`config.mk`:
```
export PLATFORM = sky130hd
export DESIGN_NAME = uart_tx_arbiter
export DESIGN_NICKNAME = d
export VERILOG_FILES = /design/src/rtl/uart_bridge_pkg.sv /design/src/rtl/rr_arbiter.sv /design/src/rtl/uart_tx_arbiter.sv
export SDC_FILE = /design/constraint.sdc
export NUM_CORES = 1
export LEC_CHECK = 0
export ABC_AREA = 1
export BUFFER_PORTS_ARGS = -buffer_cell sky130_fd_sc_hd__buf_4
export CORE_ASPECT_RATIO = 1.75
export CORE_MARGIN = 3
export CORE_UTILIZATION = 43
export DETAILED_ROUTE_END_ITERATION = 10
export GPL_ROUTABILITY_DRIVEN = 0
export PLACE_DENSITY = 0.88
export RECOVER_POWER = 100
export SLEW_MARGIN = 20
export SYNTH_ARGS = -nofsm -noshare
export SYNTH_HDL_FRONTEND = slang
export SYNTH_SLANG_ARGS = --single-unit
```
`constraint.sdc`:
```
create_clock -name clk -period 2.3 [get_ports clk]
set_input_delay 0 -clock clk [delete_from_list [all_inputs] [get_ports clk]]
set_output_delay 0 -clock clk [all_outputs]
set_load 0.05 [all_outputs]
```
`src/rtl/uart_bridge_pkg.sv`:
```
// uart_bridge_pkg: shared UART bridge register map, AXI response codes and FSM states
package uart_bridge_pkg;

    localparam logic [7:0] TXDATA_OFF = 8'h00;
    localparam logic [7:0] RXDATA_OFF = 8'h04;
    localparam logic [7:0] STATUS_OFF = 8'h08;

    localparam logic [1:0] RESP_OKAY   = 2'b00;
    localparam logic [1:0] RESP_TXBUSY = 2'b01;
    localparam logic [1:0] RESP_SLVERR = 2'b10;
    localparam logic [1:0] RESP_INVADD = 2'b11;

    typedef enum logic [2:0] {
        IDLE,
        POLL_AR,
        POLL_R,
        WR,
        WAIT_B
    } state_t;

endpackage

```
`src/rtl/rr_arbiter.sv`:
```
// rr_arbiter: two-requester round-robin grant, pointer advances only on accept
module rr_arbiter (
    input  logic       clk,
    input  logic       reset,
    input  logic [1:0] i_req,
    input  logic       i_advance,
    output logic [1:0] o_grant
);

    logic r_last_one;

    // with both requesting, the index not granted last wins
    assign o_grant = (i_req == 2'b11) ? (r_last_one ? 2'b01 : 2'b10) : i_req;

    // remember last served index; reset makes index 0 the favourite
    always_ff @(posedge clk) begin
        if (reset)
            r_last_one <= 1'b1;
        else if (i_advance)
            r_last_one <= o_grant[1];
    end

endmodule

```
`src/rtl/uart_tx_arbiter.sv`:
```
// uart_tx_arbiter: arbitrates two byte streams onto a UART bridge via AXI4-Lite
module uart_tx_arbiter
    import uart_bridge_pkg::*;
#(
    parameter int                        AXI_ADDR_WIDTH = 32,
    parameter int                        AXI_DATA_WIDTH = 32,
    parameter logic [AXI_ADDR_WIDTH-1:0] BASE_ADDR      = '0,
    parameter int                        MAX_RETRY      = 15
) (
    input  logic                        clk,
    input  logic                        reset,
    input  logic [1:0]                  req_valid,
    input  logic [7:0]                  req_data0,
    input  logic [7:0]                  req_data1,
    output logic [1:0]                  req_ready,
    output logic [AXI_ADDR_WIDTH-1:0]   m_axi_awaddr,
    output logic [2:0]                  m_axi_awprot,
    output logic                        m_axi_awvalid,
    input  logic                        m_axi_awready,
    output logic [AXI_DATA_WIDTH-1:0]   m_axi_wdata,
    output logic [AXI_DATA_WIDTH/8-1:0] m_axi_wstrb,
    output logic                        m_axi_wvalid,
    input  logic                        m_axi_wready,
    input  logic [1:0]                  m_axi_bresp,
    input  logic                        m_axi_bvalid,
    output logic                        m_axi_bready,
    output logic [AXI_ADDR_WIDTH-1:0]   m_axi_araddr,
    output logic [2:0]                  m_axi_arprot,
    output logic                        m_axi_arvalid,
    input  logic                        m_axi_arready,
    input  logic [AXI_DATA_WIDTH-1:0]   m_axi_rdata,
    input  logic [1:0]                  m_axi_rresp,
    input  logic                        m_axi_rvalid,
    output logic                        m_axi_rready,
    output logic                        busy,
    output logic                        err_valid,
    output logic                        err_src,
    output logic [1:0]                  err_code
);

    localparam logic [7:0] MAX_R = 8'(MAX_RETRY);

    state_t     r_state, w_next;
    logic [7:0] r_byte, r_retry, w_retry_inc;
    logic       r_src, r_aw_done, r_w_done, r_err_valid, r_err_src;
    logic [1:0] r_err_code, w_grant;
    logic       w_accept, w_aw_done, w_w_done, w_err, w_unused_rdata;

    rr_arbiter u_arb (
        .clk       (clk),
        .reset     (reset),
        .i_req     (req_valid),
        .i_advance (w_accept),
        .o_grant   (w_grant)
    );

    assign req_ready      = (r_state == IDLE) ? w_grant : 2'b00;
    assign w_accept       = |(req_valid & req_ready);
    assign w_retry_inc    = r_retry + 8'd1;
    assign w_aw_done      = r_aw_done | (m_axi_awvalid & m_axi_awready);
    assign w_w_done       = r_w_done | (m_axi_wvalid & m_axi_wready);
    assign w_unused_rdata = ^m_axi_rdata[AXI_DATA_WIDTH-1:1];

    assign m_axi_arvalid = (r_state == POLL_AR);
    assign m_axi_araddr  = BASE_ADDR + AXI_ADDR_WIDTH'(STATUS_OFF);
    assign m_axi_arprot  = 3'b000;
    assign m_axi_rready  = (r_state == POLL_R);
    assign m_axi_awvalid = (r_state == WR) && !r_aw_done;
    assign m_axi_awaddr  = BASE_ADDR + AXI_ADDR_WIDTH'(TXDATA_OFF);
    assign m_axi_awprot  = 3'b000;
    assign m_axi_wvalid  = (r_state == WR) && !r_w_done;
    assign m_axi_wdata   = {{(AXI_DATA_WIDTH-8){1'b0}}, r_byte};
    assign m_axi_wstrb   = (AXI_DATA_WIDTH/8)'(1);
    assign m_axi_bready  = (r_state == WAIT_B);
    assign busy          = (r_state != IDLE);
    assign err_valid     = r_err_valid;
    assign err_src       = r_err_src;
    assign err_code      = r_err_code;

    // state register
    always_ff @(posedge clk) begin
        r_state <= reset ? IDLE : w_next;
    end

    // next state: poll STATUS until TX is free, write the byte, retry on TXBUSY
    always_comb begin
        w_next = r_state;
        w_err  = 1'b0;
        case (r_state)
            IDLE:    if (w_accept) w_next = POLL_AR;
            POLL_AR: if (m_axi_arready) w_next = POLL_R;
            POLL_R:  if (m_axi_rvalid) w_next = (!m_axi_rdata[0] && m_axi_rresp == RESP_OKAY) ? WR : POLL_AR;
            WR:      if (w_aw_done && w_w_done) w_next = WAIT_B;
            WAIT_B:  if (m_axi_bvalid) begin
                if (m_axi_bresp == RESP_OKAY)
                    w_next = IDLE;
                else if (m_axi_bresp == RESP_TXBUSY && w_retry_inc < MAX_R)
                    w_next = POLL_AR;
                else begin
                    w_next = IDLE;
                    w_err  = 1'b1;
                end
            end
            default: w_next = IDLE;
        endcase
    end

    // byte/source latch, retry count, per-channel write handshake flags and error pulse
    always_ff @(posedge clk) begin
        if (reset) begin
            r_byte      <= '0;
            r_src       <= 1'b0;
            r_retry     <= '0;
            r_aw_done   <= 1'b0;
            r_w_done    <= 1'b0;
            r_err_valid <= 1'b0;
            r_err_src   <= 1'b0;
            r_err_code  <= '0;
        end else begin
            if (w_accept) begin
                r_byte <= w_grant[1] ? req_data1 : req_data0;
                r_src  <= w_grant[1];
            end
            r_retry     <= w_accept ? '0 :
                           (r_state == WAIT_B && m_axi_bvalid && m_axi_bresp == RESP_TXBUSY) ? w_retry_inc : r_retry;
            r_aw_done   <= (w_next == WR) && w_aw_done;
            r_w_done    <= (w_next == WR) && w_w_done;
            r_err_valid <= w_err;
            if (w_err) begin
                r_err_src  <= r_src;
                r_err_code <= m_axi_bresp;
            end
        end
    end

endmodule

```
==> impl_metrics.csv <==
group,metric,value,unit
floorplan,design.core.area,4790,um^2
sta,clock.fmax,0.548,GHz
setup_path,critical_path.n_buffers_inverters,2,
global_routing,number_of_antenna_violations_at_the_first_check_in_global_routing,0,
setup_path,cp_data_arrival_time,2030,ps
sta,tns,0,ps
power,total_switching_power,765,uW
sta,worst_slew_margin_rel,0.591,
placement,dpl_worst_slack,705,ps
logic_synthesis,syn-cell-area,2190,um^2
sta,timing.final.max_slew_violations,0,
clocking,cts_inserted_buffers,3,
detailed_routing,post_drt_via_cell_ratio,4.45,
placement,buffer_ports.inserted,49,
clocking,clkSlewWorstSetupHoldPaths,90,ps
finish,fillers,486,
logic_synthesis,synthesized_flop_and_latch_total,27,
setup_path,critical_path.top_delay_family,"simple AND/OR/NAND/NOR gates",
floorplan,design.die.area,6030,um^2
power,share_comb_of_total_power,0.466,
clocking,worst_skew_pair.late_latency,270,ps
floorplan,ios,179,
setup_path,crit_path_frequent_cell,"sky130_fd_sc_hd__nand2_1",
setup_path,cp-start-kind,"register",
power,p_total,1.48,mW
clocking,cts-hold-fix-buffers,3,
sta,finalCritPeriodShare,0.793,
power,proportion_of_power_drawn_by_flip_flops_and_latches,0.352,
clocking,tritoncts_num_sinks,27,
job,drv.max_cap_violation_count,0,
floorplan,floorplan.die.width,60.0,um
setup_path,worstPathCellList,"nand2_2 > nand2_1 > nor2_1 > clkinv_1 > nand2_4 > nor2_1 > nand2_1 > inv_1 > nand2_1 > nand2_1 > nor2_1",
clocking,cts.path.max_buffers,2,
detailed_routing,drt-total-wl,4190,um
sta,final.setup_skew,6.28,ps
hold_path,timing.hold.worst_path_depth,3,
clocking,post_cts_buffers,0,
detailed_routing,first_iter_violations,32,
logic_synthesis,synthDistinctLibCells,26,
sta,grt_setup_unrepaired,"false",
floorplan,placement_rows,33,
sta,setup_ws,476,ps
detailed_routing,detail_route.first_pass.iterations,4,
global_routing,grt_use_total,0.132,
status,run_status,"finished, violations left",
detailed_routing,route.antenna.remaining_nets,0,
power,power.switching_fraction,0.517,
floorplan,fp.dieH,100,um
setup_path,timing.critical_path.fanout_max,17,
setup_path,cpPeakStageDelay,340,ps
clocking,post_cts_resize_count,0,
sta,final.min_clock_period,1820,ps
setup_path,critPathKind,"register to register",
global_routing,first_global_vias,1584,
logic_synthesis,synth.avg_cell_area,7.19,um^2
global_routing,grt_pass1_wl,6320,um
sta,timing.final.hold_violations,3,
finish,design.final.nets,419,
sta,setup-violations-final,0,
clocking,root_buffer,"sky130_fd_sc_hd__clkbuf_8",
status,violations_in_the_final_reports,"negative hold slack",
finish,final_cell_mix,"sky130_fd_sc_hd__conb_1, sky130_fd_sc_hd__nand2_1, sky130_fd_sc_hd__buf_4",
finish,layout-drive-gt1-share,0.146,
hold_path,timing.hold.worst_endpoint,"r_byte[2]$_SDFFE_PP0P_",
setup_path,r2r_path_start,"u_arb.r_last_one$_SDFFE_PP1P_",
sta,timing_worst_slew_pin_value,616,ps
hold_path,hold_startpoint,"req_data0[2]",
floorplan,floorplan.initialDensity,0.458,
power,internal_power,715,uW
setup_path,cp_data_required_time,2510,ps
clocking,h_tree_levels,1,
setup_path,reg2reg_to,"r_w_done$_SDFF_PP0_",
logic_synthesis,yosysWarnings,0,
global_routing,grt_max_degree,18,
hold_path,holdCritPathClass,"input port to register",
setup_path,slowest_stage_cell_cp,"sky130_fd_sc_hd__dfxtp_1",
finish,diodes,0,
detailed_routing,detail_route.wl_per_cell,10.3,um
setup_path,setup.reg_to_reg.worst_slack,480,ps
sta,fin_worst_hold_slack,-4.97,ps
clocking,clock_tree_from_tritoncts,"yes",
setup_path,rr_worst_depth,11,
global_routing,overflow,0,
placement,dpl.hpwl,3460,um
power,cellPowerDensity,676,nW/um^2
logic_synthesis,syn-instance-count,305,
finish,final_common_cell,"sky130_fd_sc_hd__conb_1",
detailed_routing,remaining_drc_errors,0,
power,power_frac_clock,0.181,
power,power.ir.vdd_worst,0.483,mV
setup_path,startpoint,"u_arb.r_last_one$_SDFFE_PP1P_",
finish,area.growth.synth_to_final,-0.228,%
setup_path,crit_path_end_kind,"register",
logic_synthesis,sequential_area_share_after_synthesis,0.246,
detailed_routing,via_count,1812,
power,cellLeakagePower,1.12,nW
-- worst max-delay path by stage --
stage                            to  slack, ps  cells past startpoint
2_1_floorplan  r_aw_done$_SDFF_PP0_        570                      6
3_3_place_gp   err_src$_SDFFE_PP0P_        750                      8
3_5_place_dp   err_src$_SDFFE_PP0P_        700                     10
4_1_cts        err_src$_SDFFE_PP0P_        680                     10
5_1_grt         r_w_done$_SDFF_PP0_        290                     11
6_report        r_w_done$_SDFF_PP0_        480                     11
-- metal layers --
| metal | up-vias | track usage | share of wire |
|---|---|---|---|
| met2 | 126 | 0.253 | 0.53 |
| met3 | 14 | 0.0218 | 0.10 |
| met1 | 796 | 0.122 | 0.33 |
| met4 | 0 | 0.0768 | 0.038 |
| met5 | - | 0 | 0 |
| li1 | 876 | - | - |
-- state kept, by name (all words and copies together) (netlist names), 2 cells and up --
name and flops:
err_code 2, r_state 3, r_retry 8, r_byte 8
-- layout make-up --
cell class | count | area (um^2) | share of cell area
Multi-Input combinational cell | 246 | 1120 | 0.511
Sequential cell | 27 | 541 | 0.247
Timing Repair Buffer | 52 | 323 | 0.148
Inverter | 26 | 97.6 | 0.0446
Tap cell | 52 | 65.1 | 0.0297
Clock buffer | 4 | 45.0 | 0.0206
-- tightest hold or removal path: stages --
cell and delay, ps:
sky130_fd_sc_hd__buf_4 110, sky130_fd_sc_hd__nand2_1 50, sky130_fd_sc_hd__a31oi_1 70
-- synthesized netlist by cell type, drive strengths merged --
| cell | number | area share |
|---|---|---|
| nor3 | 1 | 0.0074 |
| o21ai | 18 | 0.041 |
| nand2 | 55 | 0.11 |
| o31ai | 2 | 0.0068 |
| o21bai | 1 | 0.0034 |
| nand4 | 3 | 0.0086 |
| ha | 2 | 0.011 |
| a21oi | 14 | 0.032 |
| or2 | 1 | 0.0029 |
| a22oi | 1 | 0.0034 |
| buf | 101 | 0.35 |
| nor2 | 23 | 0.055 |
| clkbuf | 1 | 0.0034 |
| a31oi | 8 | 0.023 |
| dfxtp | 27 | 0.25 |
| inv | 26 | 0.044 |
| conb | 2 | 0.0034 |
| nand3 | 19 | 0.050 |
-- stage by stage --
stage / utilization / hold WS, ps / cell area (um^2) / cells
finish: 0.457 / -4.97 / 2190 / 407
global route: 0.457 / 4.41 / 2190 / 407
CTS: 0.478 / 0.434 / 2290 / 407
detailed placement: 0.462 / 230 / 2210 / 400
global placement: 0.462 / 224 / 2210 / 400
floorplan: - / 69.1 / 2550 / 401
-- power by group through the flow --
stage	combinational [mW]	clock, mW	sequential, mW
floorplan	0.657	0	0.609
global placement	0.718	0	0.532
detailed placement	0.721	0	0.533
CTS	0.726	0.270	0.522
global route	0.726	0.285	0.526
finish	0.690	0.269	0.522
-- kinds of logic (layout without fill, tap and decap cells) --
family          count (synthesis)  in the layout  share of synthesized area
other cells                     2             98                    0.00342
fa+ha+maj                       2              2                     0.0114
flops                          27             27                      0.246
buf+inv                       128             82                      0.397
compound gates                 44             44                      0.110
simple gates                  102            102                      0.232
No activity file was read; power rests on OpenSTA's default activity.
